### src/rtl/edac_log_pkg.sv
// Shared types and helpers for the EDAC error logger: entry type codes,
// entry width and the saturating counter increment.
package edac_log_pkg;

    localparam logic LOG_CORR   = 1'b0;
    localparam logic LOG_UNCORR = 1'b1;

    function automatic int entry_width(input int ram_logdepth);
        return ram_logdepth + 1;
    endfunction

    // Counters up to 32 bits wide; the caller casts in and out.
    function automatic logic [31:0] sat_inc(input logic [31:0] v, input int unsigned w);
        logic [31:0] max_v;
        max_v = (w >= 32) ? 32'hFFFF_FFFF : ((32'd1 << w) - 32'd1);
        return (v >= max_v) ? max_v : v + 32'd1;
    endfunction

endpackage

### src/rtl/edac_log_fifo.sv
// First-word-fall-through FIFO with flush; accepts a push while full when a pop
// happens in the same cycle, and reports pushes it had to drop.
module edac_log_fifo #(
    parameter int WIDTH    = 9,
    parameter int LOGDEPTH = 2
) (
    input  logic             clk,
    input  logic             nGrst,
    input  logic             flush,
    input  logic             push,
    input  logic             pop,
    input  logic [WIDTH-1:0] din,
    output logic [WIDTH-1:0] dout,
    output logic             full,
    output logic             empty,
    output logic             drop
);
    localparam int DEPTH = 1 << LOGDEPTH;

    logic [LOGDEPTH:0]   wr_ptr, rd_ptr;
    logic [WIDTH-1:0]    mem [DEPTH];
    logic                do_push, do_pop;
    logic [LOGDEPTH-1:0] wr_idx;

    assign empty = (wr_ptr == rd_ptr);
    assign full  = (wr_ptr[LOGDEPTH] != rd_ptr[LOGDEPTH]) &&
                   (wr_ptr[LOGDEPTH-1:0] == rd_ptr[LOGDEPTH-1:0]);

    // A flush empties the FIFO first, so a push alongside it always lands.
    assign do_pop  = pop & ~empty & ~flush;
    assign do_push = push & (flush | ~full | do_pop);
    assign drop    = push & ~do_push;
    assign wr_idx  = flush ? '0 : wr_ptr[LOGDEPTH-1:0];
    assign dout    = mem[rd_ptr[LOGDEPTH-1:0]];

    always_ff @(posedge clk or negedge nGrst) begin
        if (!nGrst) begin
            wr_ptr <= '0;
            rd_ptr <= '0;
            for (int i = 0; i < DEPTH; i++) mem[i] <= '0;
        end else begin
            if (do_push) mem[wr_idx] <= din;
            if (flush) begin
                rd_ptr <= '0;
                wr_ptr <= {{LOGDEPTH{1'b0}}, do_push};
            end else begin
                if (do_push) wr_ptr <= wr_ptr + (LOGDEPTH+1)'(1);
                if (do_pop)  rd_ptr <= rd_ptr + (LOGDEPTH+1)'(1);
            end
        end
    end

endmodule

### src/rtl/edac_err_log.sv
// EDAC error-event logger: saturating event counters, a FWFT log of failing
// addresses, a sticky overflow flag and a level interrupt for the host.
module edac_err_log
    import edac_log_pkg::*;
#(
    parameter int RAM_LOGDEPTH  = 8,
    parameter int CNT_WIDTH     = 16,
    parameter int FIFO_LOGDEPTH = 2,
    parameter int CORR_THRESH   = 8
) (
    input  logic                    clk,
    input  logic                    nGrst,
    input  logic                    correctable,
    input  logic                    error,
    input  logic [RAM_LOGDEPTH-1:0] err_addr,
    input  logic                    scrub_corr,
    input  logic                    scrub_done,
    input  logic                    clr,
    input  logic                    pop,
    output logic                    log_valid,
    output logic [RAM_LOGDEPTH-1:0] log_addr,
    output logic                    log_uncorr,
    output logic                    log_full,
    output logic                    overflow,
    output logic [CNT_WIDTH-1:0]    corr_cnt,
    output logic [CNT_WIDTH-1:0]    uncorr_cnt,
    output logic [CNT_WIDTH-1:0]    scrub_cnt,
    output logic [CNT_WIDTH-1:0]    pass_cnt,
    output logic                    irq
);
    localparam int ENTRY_W = entry_width(RAM_LOGDEPTH);

    logic                 event_v;
    logic                 fifo_empty, fifo_drop;
    logic [ENTRY_W-1:0]   entry_in, entry_out;
    logic [CNT_WIDTH-1:0] corr_nxt, uncorr_nxt, scrub_nxt, pass_nxt;
    logic [CNT_WIDTH-1:0] corr_base, uncorr_base, scrub_base, pass_base;
    logic                 overflow_nxt, irq_nxt;

    // Both flags together count as a single uncorrectable event.
    assign event_v  = correctable | error;
    assign entry_in = {(error ? LOG_UNCORR : LOG_CORR), err_addr};

    edac_log_fifo #(
        .WIDTH    (ENTRY_W),
        .LOGDEPTH (FIFO_LOGDEPTH)
    ) u_fifo (
        .clk   (clk),
        .nGrst (nGrst),
        .flush (clr),
        .push  (event_v),
        .pop   (pop),
        .din   (entry_in),
        .dout  (entry_out),
        .full  (log_full),
        .empty (fifo_empty),
        .drop  (fifo_drop)
    );

    assign log_valid  = ~fifo_empty;
    assign log_addr   = entry_out[RAM_LOGDEPTH-1:0];
    assign log_uncorr = entry_out[RAM_LOGDEPTH];

    always_comb begin
        corr_base   = clr ? '0 : corr_cnt;
        uncorr_base = clr ? '0 : uncorr_cnt;
        scrub_base  = clr ? '0 : scrub_cnt;
        pass_base   = clr ? '0 : pass_cnt;

        corr_nxt   = corr_base;
        uncorr_nxt = uncorr_base;
        scrub_nxt  = scrub_base;
        pass_nxt   = pass_base;

        if (correctable & ~error) corr_nxt   = CNT_WIDTH'(sat_inc(32'(corr_base),   CNT_WIDTH));
        if (error)                uncorr_nxt = CNT_WIDTH'(sat_inc(32'(uncorr_base), CNT_WIDTH));
        if (scrub_corr)           scrub_nxt  = CNT_WIDTH'(sat_inc(32'(scrub_base),  CNT_WIDTH));
        if (scrub_done)           pass_nxt   = CNT_WIDTH'(sat_inc(32'(pass_base),   CNT_WIDTH));

        overflow_nxt = (clr ? 1'b0 : overflow) | fifo_drop;
        irq_nxt      = (clr ? 1'b0 : irq) | (uncorr_nxt != '0) |
                       (32'(corr_nxt) >= 32'(CORR_THRESH)) | overflow_nxt;
    end

    always_ff @(posedge clk or negedge nGrst) begin
        if (!nGrst) begin
            corr_cnt   <= '0;
            uncorr_cnt <= '0;
            scrub_cnt  <= '0;
            pass_cnt   <= '0;
            overflow   <= 1'b0;
            irq        <= 1'b0;
        end else begin
            corr_cnt   <= corr_nxt;
            uncorr_cnt <= uncorr_nxt;
            scrub_cnt  <= scrub_nxt;
            pass_cnt   <= pass_nxt;
            overflow   <= overflow_nxt;
            irq        <= irq_nxt;
        end
    end

endmodule

### config.mk
export PLATFORM = sky130hd
export DESIGN_NAME = edac_err_log
export DESIGN_NICKNAME = d
export VERILOG_FILES = /design/src/rtl/edac_log_pkg.sv /design/src/rtl/edac_log_fifo.sv /design/src/rtl/edac_err_log.sv
export SDC_FILE = /design/constraint.sdc
export NUM_CORES = 1
export LEC_CHECK = 0
export BUFFER_PORTS_ARGS = -buffer_cell sky130_fd_sc_hd__buf_2
export CORE_MARGIN = 3
export CORE_UTILIZATION = 35
export DETAILED_ROUTE_END_ITERATION = 10
export PLACE_DENSITY_LB_ADDON = 0.25
export REMOVE_ABC_BUFFERS = 1
export SYNTH_ARGS = -nofsm -noshare
export SYNTH_HDL_FRONTEND = slang
export SYNTH_SLANG_ARGS = --single-unit
### constraint.sdc
create_clock -name clk -period 2.5 [get_ports clk]
set_input_delay 0.625 -clock clk [delete_from_list [all_inputs] [get_ports clk]]
set_output_delay 0.625 -clock clk [all_outputs]
set_load 0.005 [all_outputs]
Word level (Yosys, flattened, before mapping)
Index checks and enable logic that the tools add are counted.

Register bits: 108. Input port bits: 16. Output and inout bits: 77. Logic and storage cells: 79.

Add/sub/neg operators: 6. $lt $le $gt $ge: 8. Equality and inequality tests: 3. Muxes and demuxes: 26. Bitwise gates (word level): 19. Reduce and logical (&&, ||, !) cells: 5.

Operators with widths (count): two-way mux 16 bit (12); adder 16 x 1 -> 16 bit, second input constant (4); >= comparator 16 bit, second input constant (4); bitwise mux 36 bit (1); two-way mux 9 bit (3); binary-select mux 9 bit (select 2 bit) (1); demux 9 bit (select 2 bit) (1); >= comparator 16 x 4 -> 1 bit, second input constant (1); nonzero test 16 bit (1); two-way mux 3 bit (4); bitwise OR 1 bit (7); adder 3 x 1 -> 3 bit, second input constant (2); >= comparator 3 bit, second input constant (2); NOT 2 -> 3 bit (2); AND 1 bit (5); NOT 1 bit (5); nonzero test 2 bit (2); equality test 3 bit (1); < comparator 3 x 1 -> 1 bit, second input constant (1); two-way mux 1 bit (3); equality test 2 bit (1); logical AND 1 bit (2); two-way mux 2 bit (1); != test 1 bit (1).

Depth between registers and ports, before layout
Gate-level depths: netlist of the first run.

Depth after elaboration: 10. Mapped depth: 14. Depth with buffers taken out: 9.

Cells and area by module
Synthesis of the first run repeated with hierarchy kept, for this count alone.

Cell total of the unflattened synthesis: 518. Area, all modules: 5625.4 µm².

Modules (own cells, without submodules): edac_err_log (times used 1, cells each 387, area each 3639.7 µm², seq. area each 1651.6 µm²); edac_log_fifo (times used 1, cells each 131, area each 1985.7 µm², seq. area each 1051.0 µm²).

Worst setup path before layout of the first run
OpenSTA, ideal clock, no wires.

Kind: input -> register. Start point: input clr. End point: register irq. Setup time: 0.138 ns. Data arrival time: 2.888 ns. Data required time: 2.362 ns. Setup slack: -0.526 ns. Stages: 14. Path buffers: 5. Cell sequence: buf_6 > buf_6 > buf_2 > buf_2 > clkbuf_1 > nor2b_1 > ha_1 > inv_1 > nor2_1 > o2111a_1 > nor3_1 > or3_1 > nor4_2 > nand4_1.

Word-level cells in the longest chain between the ends: 8. Elaborated cells between the ends (all ways): 25. Those cells by class: 2 x add/sub; 3 x order compare; 8 x mux; 11 x bitwise; 1 x reduce/logical.

Ends and longest elaborated chain: start, declared (line edac_err_log.sv:18) `input logic clr,`; two-way mux 16 bit (*) (line edac_err_log.sv:66) `uncorr_base = clr ? '0 : uncorr_cnt;`; adder 16 x 1 -> 16 bit or >= comparator 16 bit (tied branches) (line edac_log_pkg.sv:16) `return (v >= max_v) ? max_v : v + 32'd1;`; two-way mux 16 bit (line edac_log_pkg.sv:16); two-way mux 16 bit (*) (line edac_err_log.sv:76) `if (error) uncorr_nxt = CNT_WIDTH'(sat_inc(32'(uncorr_base), CNT_WIDTH));`; via uncorr_nxt[8] (line edac_err_log.sv:36) `logic [CNT_WIDTH-1:0] corr_nxt, uncorr_nxt, scrub_nxt, pass_nxt;`; nonzero test 16 bit (*) (line edac_err_log.sv:81) `irq_nxt = (clr ? 1'b0 : irq) | (uncorr_nxt != '0) |`; bitwise OR 1 bit (*) (2 in a row) (line edac_err_log.sv:81); bitwise OR 1 bit (*) (line edac_err_log.sv:82) `(32'(corr_nxt) >= 32'(CORR_THRESH)) | overflow_nxt;`; via irq_nxt (line edac_err_log.sv:38) `logic overflow_nxt, irq_nxt;`; end signal, assigned (line edac_err_log.sv:99) `irq <= irq_nxt;`; end, declared (line edac_err_log.sv:29) `output logic irq`.

Mark *: on every way through the listed nets, which the timed path passes. The rest lies on a longest branch. A chain may end at the register's enable or synchronous reset.

Worst setup path after layout of the first run
Start point: input clr. End point: register irq.

Elaborated cells between the ends (all ways): 25. Those cells by class: 2 x add/sub; 3 x order compare; 8 x mux; 11 x bitwise; 1 x reduce/logical.

RTL lines: two-way mux 16 bit (*) (line edac_err_log.sv:65) `corr_base = clr ? '0 : corr_cnt;`; adder 16 x 1 -> 16 bit or >= comparator 16 bit (tied branches) (line edac_log_pkg.sv:16); two-way mux 16 bit (line edac_log_pkg.sv:16); two-way mux 16 bit (*) (line edac_err_log.sv:75) `if (correctable & ~error) corr_nxt = CNT_WIDTH'(sat_inc(32'(corr_base), CNT_WIDTH));`; via corr_nxt[6] (line edac_err_log.sv:36); >= comparator 16 x 4 -> 1 bit (*) (line edac_err_log.sv:82); bitwise OR 1 bit (*) (line edac_err_log.sv:81); bitwise OR 1 bit (*) (line edac_err_log.sv:82); via irq_nxt (line edac_err_log.sv:38).

Marks and branches as above.

==> reports/summary.txt, run 1 <==
status - finished clean
GR Overflow Total - 0
Clock transition at path regs - 0.08 ns
Post-DRT Antenna Nets - 0
top cell type's share of synthesized area - 47.20%
area leader, netlist - dfrtp_1
critical path class - in2reg
DP Worst Slack - -0.1916 ns
CP endpoint kind - flop
clock latency on the worst-skew pair - 0.36 ns
gr usage total - 16.28%
synth warn - 0
nets - 714
worst r2r src - uncorr_cnt[1]
wire per inst - 15.62 um
port bufs - 92
max_cap viols - 0
EDFF count, synth - 0
synth cell count leaders - dfrtp_1 (108), nand2_1 (53), nor2_1 (48), mux2_2 (36), xnor2_1 (33)
starting density of the core - 35.91%
DRT Pass-1 Iters - 4
Critical path origin - clr
DR vias - 4579
clock period minus worst slack - 2.298 ns
H-tree depth - 3
crit-path max FO - 9
reg2reg path depth - 9
Setup crit start kind - primary input
initial antenna violation count - 0
Fmax achieved - 0.4352 GHz
Layout area overhead - 24.48%
die width - 133.9 um
CTS tree - done
Avg Inst Size Synth - 10.39 um2
Netlist Area Pre-Place - 5725 um2
# diodes - 0
Tightest Hold Check Type - in2async
vias per inst - 5.015
post-synthesis sequential area ratio - 47.20%
Placer Congestion - 0.8632
CTS Buffer Depth - 2
DR iter-0 viols - 226
Post-CTS Resized - 0
CP arrival - 2.52 ns
fin. max-slew vios - 0
worst setup path endpoint - irq
Final Cycle Share - 91.91%
dpl hpwl - 10370 um
#FFs+latches synth - 108
post-CTS setup buffers - 0
CP Data Required Time - 2.73 ns
r2r setup slk - 0.26 ns
Sink Count - 108
final setup fails - 0
worst rel slew slack - 59.70%
I/O pin total - 93
Fin Hold WS - 0.1569 ns
core area - 15940 um2
count leader, synth - dfrtp_1
largest net degree at the start of global routing - 53
routed wire length - 14260 um
Reg2Reg Capture Point - irq
Final Hold Violating Endpoints - 0
RSZ-0062 raised after global routing - no
drt drc - 0
ys flop type - dfrtp_1
CTS Buf Count - 9
final worst setup slack - 0.2022 ns
chip height - 133.9 um
die area - 17930 um2
layout cells sized above 1 - 32.86%
cts hold-fix bufs - 0
first-pass GRT wire length - 23750 um
Leak - 3.318 nW
Slew @ Worst Pin - 0.6045 ns
root buf cell - clkbuf_16
row count - 46
VDD IR max - 379.8 uV
Pwr per Cell Area - 656.6 nW/um2
FFs w/ async S/R, synth - 100.0%
Mapped Cells - 551
Clock Skew - 0.006325 ns
post-route setup TNS - 0 ns
main area contributors after synthesis - dfrtp_1 (47%), mux2_2 (7.1%), xnor2_1 (5.0%), mux4_2 (3.5%), nand2_1 (3.5%)
number of global-route vias before repair - 4715
library cells used by synthesis - 56
-- worst min path at each step --
stage	startpoint	endpoint	slack, ns	cells past startpoint
after CTS	nGrst	scrub_cnt[10]	0.15	1
after detailed placement	u_fifo.mem[17]	u_fifo.mem[17]	0.49	1
after floorplan	nGrst	corr_cnt[0]	0.33	0
after global routing	nGrst	corr_cnt[15]	0.16	1
final	nGrst	scrub_cnt[15]	0.16	1
after global placement	u_fifo.mem[9]	u_fifo.mem[9]	0.48	1
-- layout make-up --
class | instances | area [um2]
inverter | 9 | 33.78
multi-input combinational | 411 | 2867
clock inverter | 7 | 82.58
fill | 1558 | 8816
tap | 216 | 270.3
timing repair buffer | 153 | 945.9
sequential | 108 | 2703
clock buffer | 9 | 225.2
-- routing by layer --
metal / vias up / GRT usage, % / part of all wire, %
li1: 2217 / - / -
met1: 2265 / 22.13 / 47
met2: 83 / 26.31 / 47
met3: 14 / 3.601 / 3.9
met4: 0 / 4.629 / 1.4
met5: - / 0 / 0
-- sequential cells by signal (all words and copies together), names as in the netlist, 3 cells and up --
signal / cells
corr_cnt: 16
scrub_cnt: 16
pass_cnt: 16
u_fifo.mem: 36
u_fifo.rd_ptr: 3
uncorr_cnt: 16
u_fifo.wr_ptr: 3
-- critical path, cell delays in order --
cell     delay (ns)
buf_2          0.22
nor2b_1        0.10
ha_1           0.23
nand2_1        0.10
buf_4          0.11
nor2_2         0.04
nand3_1        0.17
o21ai_1        0.12
or4_4          0.53
nor4_2         0.16
nand4_1        0.12
-- metrics by stage --
stage / util (%) / std cells / power [mW] / cell area, um2
after global routing: 44.70 / 913 / 4.962 / 7127
after detailed placement: 42.77 / 897 / 3.235 / 6819
after CTS: 44.70 / 913 / 4.761 / 7127
after floorplan: - / 528 / 2.795 / 5603
final: 44.70 / 913 / 4.679 / 7127
after global placement: 42.77 / 897 / 3.178 / 6819
-- cells by family after synthesis --
logic type | count (synthesis) | share of synthesized area [%]
compound gates | 65 | 6.818
simple gates | 233 | 21.68
xor+xnor | 55 | 8.413
mux | 52 | 11.84
flops | 108 | 47.20
buf+inv | 32 | 2.731
fa+ha+maj | 6 | 1.311
-- power breakdown --
part / leakage (nW) / internal [mW] / switching [mW]
logic: 1.76 / 0.573 / 0.423
clock network: 0.145 / 0.794 / 0.708
registers: 1.41 / 2.03 / 0.153
total: 3.32 / 3.40 / 1.28
-- cell usage in the layout (no fill, tap or decap), drive strengths merged, types with 2 or more instances in the layout --
cell and count:
a31o 2, nor4 4, and4 4, clkbuf 9, dfrtp 108, a21oi 13
o21ai 33, clkinvlp 2, nor2b 24, buf 153, xor2 22, or3 6
nand3 22, nor3 13, mux4 9, nand2b 16, a31oi 2, mux2 36
or2 3, a211oi 2, nor2 49, xnor2 33, o211ai 2, and3 6
inv 12, a21o 3, ha 6, nand4 19, nand4b 5, and4b 3
and3b 2, nand2 53, or4 2, mux2i 7
Power figures use the tool's default switching activity.
==> run 2: changes to the inputs <==
CELL_PAD_IN_SITES_DETAIL_PLACEMENT = 0   (was default)
CELL_PAD_IN_SITES_GLOBAL_PLACEMENT = 1   (was default)
==> run 2 against run 1 <==
  * Clock power decreased by 7%
  * Final cell count rose by 0.77%
  * Non-clock buffer count increased by 7
  * Via count increased by 0.35%
  * Setup slack lost 0.092 ns
  * Total power down 2.2%
  * Utilization rose by 0.23 points
  * Critical endpoint unchanged
  * Largest cell class unchanged
  * Highest routed layer is now met5
==> reports/summary.txt, run 2 (synthesized netlist as in run 1, its figures left out) <==
Leak - 3.341 nW (was 3.318 nW)
Fin Hold WS - 0.2046 ns (was 0.1569 ns)
Top delay family on crit path - simple AND/OR/NAND/NOR gates (unchanged)
Clock Skew - 0.005739 ns (was 0.006325 ns)
Layout area overhead - 25.11% (was 24.48%)
CTS Buffer Depth - 2 (unchanged)
status - finished clean (unchanged)
first-pass GRT wire length - 23560 um (was 23750 um)
Reg2Reg Capture Point - irq (unchanged)
Placer Congestion - 0.8333 (was 0.8632)
worst setup path endpoint - irq (unchanged)
VDD IR max - 347.1 uV (was 379.8 uV)
Setup crit start kind - primary input (unchanged)
die width - 133.9 um (unchanged)
gr usage total - 16.22% (was 16.28%)
row count - 46 (unchanged)
core area - 15940 um2 (unchanged)
starting density of the core - 35.91% (unchanged)
nets - 721 (was 714)
Slew @ Worst Pin - 0.5825 ns (was 0.6045 ns)
Final Core Density - 44.93% (was 44.70%)
Slowest-stage cell, CP - nor4_2 (was or4_4)
Clock transition at path regs - 0.08 ns (about the same)
Fmax achieved - 0.4184 GHz (was 0.4352 GHz)
GR Overflow Total - 0 (unchanged)
Final Hold Violating Endpoints - 0 (unchanged)
crit-path max FO - 11 (was 9)
CTS Buf Count - 9 (unchanged)
vias per inst - 4.995 (was 5.015)
post-CTS setup buffers - 0 (unchanged)
CP arrival - 2.62 ns (was 2.52 ns)
max reg flops - 36 (unchanged)
layout cells sized above 1 - 33.52% (was 32.86%)
clock period minus worst slack - 2.390 ns (was 2.298 ns)
drt drc - 0 (unchanged)
Final Power - 4.577 mW (was 4.679 mW)
H-tree depth - 3 (unchanged)
Largest Register - u_fifo.mem (unchanged)
initial antenna violation count - 1 (was 0)
largest net degree at the start of global routing - 43 (was 53)
CP max stage delay - 0.37 ns (was 0.53 ns)
Post-DRT Antenna Nets - 0 (unchanged)
port bufs - 92 (unchanged)
wire per inst - 15.38 um (was 15.62 um)
r2r setup slk - 0.26 ns (about the same)
max_cap viols - 0 (unchanged)
critical path class - in2reg (unchanged)
chip height - 133.9 um (unchanged)
routed wire length - 14150 um (was 14260 um)
Final Cycle Share - 95.60% (was 91.91%)
DRT Pass-1 Iters - 4 (unchanged)
Pwr per Cell Area - 639.0 nW/um2 (was 656.6 nW/um2)
commonest non-fill, non-tap cell in the layout - dfrtp_1 (unchanged)
I/O pin total - 93 (unchanged)
Sink Count - 108 (unchanged)
dpl hpwl - 10280 um (was 10370 um)
root buf cell - clkbuf_16 (unchanged)
worst r2r src - corr_cnt[0] (was uncorr_cnt[1])
number of global-route vias before repair - 4654 (was 4715)
CP Data Required Time - 2.73 ns (about the same)
fill count - 1577 (was 1558)
final setup fails - 0 (unchanged)
clock latency on the worst-skew pair - 0.35 ns (was 0.36 ns)
reg2reg path depth - 10 (was 9)
Tightest Hold Check Type - in2async (unchanged)
buffers and inverters on the worst path - 2 (unchanged)
# diodes - 0 (unchanged)
Levels on crit path - 9 (was 11)
Placed Instances - 904 (was 897)
CP endpoint kind - flop (unchanged)
Finished Layout Cells - 920 (was 913)
most frequent cells in the layout - dfrtp_1 (108), buf_2 (91), buf_4 (67), nand2_1 (53), nor2_1 (48) (was dfrtp_1 (108), buf_2 (91), buf_4 (60), nand2_1 (53), nor2_1 (48))
worst rel slew slack - 61.16% (was 59.70%)
Critical path origin - clr (unchanged)
die area - 17930 um2 (unchanged)
CP cell instances - buf_2 > buf_4 > nand4b_1 > nor4_2 > xnor2_1 > nor2_1 > or3_1 > nor4_1 > nand4_1 (was buf_2 > nor2b_1 > ha_1 > nand2_1 > buf_4 > nor2_2 > nand3_1 > o21ai_1 > or4_4 > nor4_2 > nand4_1)
DR iter-0 viols - 203 (was 226)
DR vias - 4595 (was 4579)
fin. max-slew vios - 0 (unchanged)
CTS tree - done (unchanged)
-- run 2: where the power goes --
part	leakage, nW	switching [mW]	total [mW]	internal [mW]
logic	1.79	0.419	0.991	0.572
clock network	0.137	0.705	1.40	0.699
registers	1.41	0.153	2.18	2.03
total	3.34	1.28	4.58	3.30
-- run 2: final cells by class --
cell class / instances / area (um2) / share of cell area (%)
Clock buffer: 10 / 229.0 / 3.197
Clock inverter: 6 / 56.30 / 0.7860
Inverter: 9 / 33.78 / 0.4716
Multi-Input combinational cell: 411 / 2873 / 40.10
Sequential cell: 108 / 2703 / 37.73
Tap cell: 216 / 270.3 / 3.773
Timing Repair Buffer: 160 / 998.5 / 13.94
-- run 2: what timing repair did --
action / CTS / global route
setup endpoints to repair: 0 / 1
resized for setup: 0 / 1
hold buffers: 0 / 0
-- run 2: layer usage --
layer	vias to the layer above	share of wire (%)	track usage (%)
li1	2230	-	-
met1	2246	47	21.99
met2	104	47	25.86
met3	13	4.5	4.314
met4	2	1.2	4.343
met5	-	0.14	0
-- run 2: metrics by stage --
stage / area [um2] / TNS (ns) / worst slack (ns)
after floorplan: 5603 / -1.434 / -0.1594
after detailed placement: 6872 / -5.631 / -0.2967
after global routing: 7163 / -0.03415 / -0.03415
after global placement: 6872 / -3.477 / -0.2264
after CTS: 7157 / 0 / 0.07881
final: 7163 / 0 / 0.1099
-- run 2: worst min-delay path by stage --
| stage | cells past startpoint | to | slack (ns) | start |
|---|---|---|---|---|
| 4_1_cts | 1 | pass_cnt[9] | 0.21 | nGrst |
| 3_5_place_dp | 1 | u_fifo.mem[13] | 0.49 | u_fifo.mem[13] |
| 5_1_grt | 1 | pass_cnt[7] | 0.23 | nGrst |
| 3_3_place_gp | 1 | u_fifo.mem[11] | 0.48 | u_fifo.mem[11] |
| 6_report | 1 | pass_cnt[9] | 0.20 | nGrst |
| 2_1_floorplan | 0 | corr_cnt[0] | 0.33 | nGrst |
-- run 2: worst register-to-register path, stage by stage, from the launching register on --
cell and delay (ns):
dfrtp_1 0.35, nor2b_1 0.19, ha_1 0.21, nand2_1 0.08, buf_4 0.13, nor2_2 0.17, nand4_1 0.14, mux2i_1 0.27
o211ai_1 0.13, nor4_1 0.31, nand4_1 0.12
